[src/rtl/bdd_loader_pkg.sv]
// ============================================================================
// Package     : bdd_loader_pkg
// Description : Shared constants and state type for the BDD frame loader.
// Revision    : 1.0 - initial release
// ============================================================================
`default_nettype none

package bdd_loader_pkg;

    localparam int IN_W      = 1894;
    localparam int WORD_W    = 32;
    localparam int NWORDS    = (IN_W + WORD_W - 1) / WORD_W;
    localparam int LAST_BITS = IN_W - (NWORDS - 1) * WORD_W;
    localparam int CNT_W     = 6;

    typedef enum logic [0:0] {
        FILL = 1'b0,
        HOLD = 1'b1
    } state_t;

endpackage

`default_nettype wire

[src/rtl/bdd_frame_loader.sv]
// ============================================================================
// Module      : bdd_frame_loader
// Description : Assembles the 1894-bit decision vector from a 32-bit stream
//               and holds it stable for the bit modules until acknowledged.
//               Optional word parity checking: BDD_FRAME_LOADER_PARITY_EN.
// Revision    : 1.0 - initial release
// ============================================================================
`default_nettype none

module bdd_frame_loader
    import bdd_loader_pkg::*;
(
    input  logic                clk,
    input  logic                rst_n,
    input  logic                s_valid,
    output logic                s_ready,
    input  logic [WORD_W-1:0]   s_data,
    input  logic                s_last,
`ifdef BDD_FRAME_LOADER_PARITY_EN
    input  logic                s_par,
    output logic                err_par,
    output logic                frame_bad,
`endif
    output logic [IN_W-1:0]     frame_o,
    output logic                frame_valid,
    input  logic                frame_ack,
    output logic [CNT_W-1:0]    word_cnt,
    output logic                err_len
);

    localparam logic [CNT_W-1:0] C_LAST_IDX = CNT_W'(NWORDS - 1);

    state_t           r_state;
    state_t           w_state_nxt;
    logic [CNT_W-1:0] r_word_cnt;
    logic [CNT_W-1:0] w_word_cnt_nxt;
    logic             r_err_len;
    logic             w_accept;
    logic             w_at_last;
    logic             w_early_last;
    logic             w_missing_last;

    assign w_accept       = s_valid && (r_state == FILL);
    assign w_at_last      = (r_word_cnt == C_LAST_IDX);
    assign w_early_last   = w_accept && s_last && !w_at_last;
    assign w_missing_last = w_accept && !s_last && w_at_last;

    always_ff @(posedge clk or negedge rst_n) begin
        if (!rst_n) begin
            r_state    <= FILL;
            r_word_cnt <= '0;
        end else begin
            r_state    <= w_state_nxt;
            r_word_cnt <= w_word_cnt_nxt;
        end
    end

    // The counter parks on the last index during HOLD instead of wrapping.
    always_comb begin
        w_state_nxt    = r_state;
        w_word_cnt_nxt = r_word_cnt;
        case (r_state)
            FILL: begin
                if (w_accept) begin
                    if (w_at_last) begin
                        w_state_nxt = HOLD;
                    end else if (s_last) begin
                        w_word_cnt_nxt = '0;
                    end else begin
                        w_word_cnt_nxt = r_word_cnt + 1'b1;
                    end
                end
            end
            HOLD: begin
                if (frame_ack) begin
                    w_state_nxt    = FILL;
                    w_word_cnt_nxt = '0;
                end
            end
            default: begin
                w_state_nxt    = FILL;
                w_word_cnt_nxt = '0;
            end
        endcase
    end

    for (genvar k = 0; k < NWORDS; k++) begin : g_slot
        localparam int C_SLOT_W = (k == NWORDS - 1) ? LAST_BITS : WORD_W;
        logic [C_SLOT_W-1:0] r_slot;

        always_ff @(posedge clk or negedge rst_n) begin
            if (!rst_n) begin
                r_slot <= '0;
            end else if (w_accept && (r_word_cnt == CNT_W'(k))) begin
                r_slot <= s_data[C_SLOT_W-1:0];
            end
        end

        assign frame_o[k*WORD_W +: C_SLOT_W] = r_slot;
    end

    always_ff @(posedge clk or negedge rst_n) begin
        if (!rst_n) begin
            r_err_len <= 1'b0;
        end else if (w_early_last || w_missing_last) begin
            r_err_len <= 1'b1;
        end
    end

`ifdef BDD_FRAME_LOADER_PARITY_EN
    logic w_par_bad;
    logic r_err_par;
    logic r_frame_bad;

    assign w_par_bad = w_accept && (s_par != (^s_data));

    // A discarded partial frame takes its parity mark with it.
    always_ff @(posedge clk or negedge rst_n) begin
        if (!rst_n) begin
            r_err_par   <= 1'b0;
            r_frame_bad <= 1'b0;
        end else begin
            if (w_par_bad) begin
                r_err_par <= 1'b1;
            end
            if ((r_state == HOLD) && frame_ack) begin
                r_frame_bad <= 1'b0;
            end else if (w_early_last) begin
                r_frame_bad <= 1'b0;
            end else if (w_par_bad) begin
                r_frame_bad <= 1'b1;
            end
        end
    end

    assign err_par   = r_err_par;
    assign frame_bad = r_frame_bad && (r_state == HOLD);
`endif

    assign s_ready     = (r_state == FILL);
    assign frame_valid = (r_state == HOLD);
    assign word_cnt    = r_word_cnt;
    assign err_len     = r_err_len;

endmodule

`default_nettype wire

[config.mk]
export PLATFORM = sky130hd
export DESIGN_NAME = bdd_frame_loader
export DESIGN_NICKNAME = d
export VERILOG_FILES = /design/src/rtl/bdd_loader_pkg.sv /design/src/rtl/bdd_frame_loader.sv
export SDC_FILE = /design/constraint.sdc
export NUM_CORES = 2
export LEC_CHECK = 0
export BUFFER_PORTS_ARGS = -buffer_cell sky130_fd_sc_hd__buf_2
export CORE_AREA = 4 4 745 747
export DETAILED_ROUTE_END_ITERATION = 10
export DIE_AREA = 0 0 749 751
export PLACE_DENSITY = 0.4
export SLEW_MARGIN = 20
export SYNTH_ARGS = -nofsm -noshare
export SYNTH_HDL_FRONTEND = slang
export SYNTH_SLANG_ARGS = --single-unit
[constraint.sdc]
create_clock -name clk -period 2.7 [get_ports clk]
set_input_delay 0.405 -clock clk [delete_from_list [all_inputs] [get_ports clk]]
set_output_delay 0.405 -clock clk [all_outputs]
set_load 0.01 [all_outputs]
---- After elaboration in Yosys (flattened, before gate mapping) ----
Index checks and enable logic that the tools add are counted.
Widths: inputs -> output; s select.
storage, ports and cells
  register bits after elaboration ......... 1,902
  input bits .............................. 37
  output and inout bits ................... 1,903
cells by class
  $add $sub $neg .......................... 1
  eq/ne operators ......................... 62
  multiplexer cells ....................... 9
  bitwise operators ....................... 1
  reduce and logical (&&, ||, !) cells .... 70
operator list
  kind                 number
  $eq 6x6->1 const B   28
  $eq 6x5->1 const B   16
  $logic_and 1x1->1    65
  $eq 6x4->1 const B   8
  $eq 6x3->1 const B   4
  $mux 6               4
  $eq 6x2->1 const B   2
  $pmux 6 s2           1
  $add 6x1->6 const B  1
  $eq 6x1->1 const B   1
  $logic_not 6->1      1
  $ne 2x2->1 const B   2
  $mux 1               3
  $reduce_and 3->1     1
  $logic_not 1->1      2
  $ne 2x1->1 const B   1
  $pmux 1 s2           1
  $logic_or 1x1->1     1
  $not 1->1            1

---- Longest topological paths before layout ----
  word-level depth ........................ 5
  depth in mapped cells ................... 6
  mapped depth without buffers ............ 5

---- Worst setup path before layout ----
No wires, ideal clock.
  kind .................................... reg2reg
  start ................................... register r_state (netlist: frame_valid)
  end ..................................... register g_slot[10].r_slot[10]
  setup time .............................. 0.125 ns
  data arrival time ....................... 1.898 ns
  data required time ...................... 2.575 ns
  slack ................................... 0.678 ns
  cell stages (with the launch flop) ...... 6
  period minus slack after synthesis ...... 2.022 ns
  cells stage by stage .................... dfrtp_1 > or4b_1 > buf_4 > nor2_4 > buf_4 > mux2_2
between the ends
  word-level cells in the longest chain between the ends .. 3
ends and longest elaborated chain
  what                    line                    RTL
  start, declared         bdd_frame_loader.sv:33  state_t r_state;
  start signal, assigned  bdd_frame_loader.sv:53  r_state <= w_state_nxt;
  $not 1->1               bdd_frame_loader.sv:43  assign w_accept = s_valid && (r_state == FILL);
  $logic_and 1x1->1       bdd_frame_loader.sv:43
  $logic_and 1x1->1       bdd_frame_loader.sv:94  end else if (w_accept && (r_word_cnt == CNT_W'(k))) begin
  end signal, assigned    bdd_frame_loader.sv:95  r_slot <= s_data[C_SLOT_W-1:0];
  end, declared           bdd_frame_loader.sv:89  logic [C_SLOT_W-1:0] r_slot;
No other way between the ends.
A chain may end at the register's enable or synchronous reset.

---- Worst setup path in the final report ----
  start ................................... register r_word_cnt[4] (netlist: word_cnt[4])
  end ..................................... register g_slot[6].r_slot[30]
between the ends
  word-level cells in the longest chain between the ends .. 2
ends and longest elaborated chain
  what                    line                    RTL
  start, declared         bdd_frame_loader.sv:35  logic [CNT_W-1:0] r_word_cnt;
  start signal, assigned  bdd_frame_loader.sv:54  r_word_cnt <= w_word_cnt_nxt;
  $eq 6x3->1              bdd_frame_loader.sv:94
  $logic_and 1x1->1       bdd_frame_loader.sv:94
  end signal, assigned    bdd_frame_loader.sv:95
  end, declared           bdd_frame_loader.sv:89
No other way between the ends.

==> results.md <==
- Total iterations of the first detailed-routing run: 6
- Most frequent cells in the layout: buf_2 (1906), dfrtp_1 (1902), mux2_2 (1826)
- Critical path launch point type: register
- P_leak: around 50 nW
- CTS tree: built
- P per Cell Area: 935 nW/um2
- Critical path capture point type: register
- Placement row count: 272
- Gp weighted congestion: 0.778
- Critical path arrival: 3350 ps
- Yosys top cell area share: about two thirds
- Die area: 562000 um2
- Status: finished, final reports clean
- Finished Core Util: between 10% and 20%
- CP Cell Sequence: or4b_1 > buf_4 > nor2_4 > buf_12 > mux2_2
- Average wire per standard cell: 26.3 um
- Total power draw: ~94 mW
- Most common cell after layout, fill and taps aside: buf_2
- Detailed Place HPWL: 266000 um
- EDFF count, synth: 0
- Slowest stage cell, crit path: or4b_1
- Syn avg cell area: 16.6 um2
- Final ANT Viol Nets: 0
- Multi-input logic area: between 20000 and 25000 um2
- Layout Nets: 6458
- Top-level port count: 1940
- Type of the worst setup path: register to register
- Fmax achieved: roughly 0.38 GHz
- Synthesized cell area: ~71000 um2
- Vias: 46915
- Fin. Hold Viols: 0
- Asr flop ratio synth: 100%
- Peak supply drop: 0.537 mV
- Synth area leader: dfrtp_1
- DRC Markers: 0
- Routed wire length: around 370000 um
- CP max stage delay: 760 ps
- Worst skew pair latency: 910 ps
- Post-Layout Cell Count: 13890
- Layout cell share with drive strength beyond 1: 68.2%
- I/O Buffers: 1939
- Synth cell types: 33
- RSZ-0062 raised after global routing: no
- Core ar.: 548000 um2
- Synth area leaders: dfrtp_1 (67%), mux2_2 (29%), mux2_1 (1.1%)
- Area after DPL: 92800 um2
- Initial Util: 13.0%
- Max Cap Violations: 0
- Worst relative slew slack: 25.1%
- Sequential standard cell area: 47600 um2
- Critical-path maximum fanout: 31
- All-layer global routing usage: 12.5%
- Final Critical Period: 2630 ps
- First-pass GRT wire length: 481000 um
- Die Height: 751 um
- Max-slew violation count: 0
- Fill count: 59718
- Yosys reg bits: between 1500 and 2000
- Max clock buf depth: 4
- Top FF cell, synth: dfrtp_1
- Post-Syn Nets: 4342
- Worst-path clk slew: 60 ps
- P&R area growth vs syn: 41.1%
- Largest net degree at the start of global routing: 91
- Root Driver: clkbuf_16
- Worst slew pin tran: approximately 1100 ps
- Post-route cell area: 101000 um2
- Endpoints failing setup: 0
- Worst Clk Skew: slightly below 80 ps
- Placed cells: roughly 13000
- Sink Count: roughly 1900
- Vias per cell: 3.38
- Seq/Total Area, Yosys: 66.6%
- Grt total ovfl: 0
- CTS buffer count: between 200 and 250
- Synthesized instance count: 4301
- Starting DRT DRC Count: about 2600
- Worst Path Required: 3420 ps
- Antenna violations before repair: 48
- Die width: 749 um
- Yosys warns: 0
- Vias in the first global route: 50119
- Htree depth: 4
- Final period util: 97.5%
- Hold Crit Class: primary input to register
-- cells in the mapped netlist (2+ instances only) --
| library cell | n |
|---|---|
| o21ai_0 | 2 |
| buf_4 | 31 |
| and4bb_2 | 2 |
| nand3b_1 | 9 |
| nor2_1 | 35 |
| nand2_1 | 19 |
| nor2_4 | 10 |
| nand4bb_1 | 2 |
| buf_1 | 11 |
| buf_2 | 145 |
| nand3_1 | 8 |
| clkbuf_1 | 194 |
| dfrtp_1 | 1902 |
| nor3b_1 | 5 |
| ha_1 | 4 |
| o2111ai_1 | 2 |
| mux2_1 | 69 |
| inv_1 | 7 |
| mux2_2 | 1826 |
| o211ai_1 | 5 |
-- stage by stage --
step	hold slack [ps]	setup TNS (ps)	setup slack, ps
global placement	444	-0.572	-0.562
detailed placement	463	-181	-21.5
floorplan	109	0	678
CTS	15.0	0	39.9
finish	134	0	67.2
global route	31.4	0	14.3
-- timing repair --
item	CTS	global route
endpoints found under the hold margin	693	0
endpoints found under the setup margin	0	1
gates resized for setup	0	1
setup buffers	0	0
hold buffers	16	0
-- cell type report --
class	instances	share of cell area [%]
diodes	30	0.0745
clock inverters	75	1.09
flip-flops and latches	1902	47.2
multi-input cells	2011	22.2
clock buffers	336	6.57
well taps	7261	9.01
inverters	7	0.0261
repair buffers	2268	13.8
-- per-layer routing --
layer | vias up | part of all wire [%] | global-route usage [%]
met2 | 1886 | 47 | 20.9
met4 | 2 | 3.4 | 3.89
met3 | 433 | 7.8 | 3.47
met1 | 25214 | 42 | 15.5
met5 | - | 0.0022 | 0
li1 | 19380 | - | -
-- critical path: cells and delay by family (launching register included) --
| family | cells | cell delay [ps] |
|---|---|---|
| multiplexers | 1 | 390 |
| AND/OR/NAND/NOR | 2 | 900 |
| flip-flops | 1 | 470 |
| buffers and inverters | 2 | 550 |
-- flip-flops by register name, indices dropped and copies added, names as in the netlist --
name / flops
err_len: 1
word_cnt: 6
g_slot.r_slot: 1894
frame_valid: 1
-- power breakdown --
part           internal, mW  switching, mW  leakage, nW
Sequential             35.4           3.65         25.3
Combinational          10.2           13.4         21.9
Clock                  18.7           13.0         3.76
Total                  64.2           30.0         51.0
-- worst paths after layout --
check	slack [ps]	end	start	depth (start not counted)
max in group asynchronous	1270	g_slot[8].r_slot[11]	rst_n	3
min in group asynchronous	420	g_slot[6].r_slot[18]	rst_n	3
worst min-delay path	130	g_slot[13].r_slot[0]	s_data[0]	2
worst max-delay path	70	g_slot[6].r_slot[30]	word_cnt[4]	5
worst max register to register	70	g_slot[6].r_slot[30]	word_cnt[4]	5
worst min register to register	480	g_slot[20].r_slot[24]	g_slot[20].r_slot[24]	1
-- kinds of logic (layout without fill, tap and decap cells) --
family                     after synthesis  after routing  share of synthesized area, %
AOI/OAI and AO/OA                       15             15                         0.152
adders and majority gates                4              4                        0.0701
buffers and inverters                  388           2686                          2.46
DFF                                   1902           1902                          66.6
muxes                                 1895           1895                          29.9
other                                    0             30                             0
and+or+nand+nor                         97             97                         0.802
No activity file was read; power rests on OpenSTA's default activity.
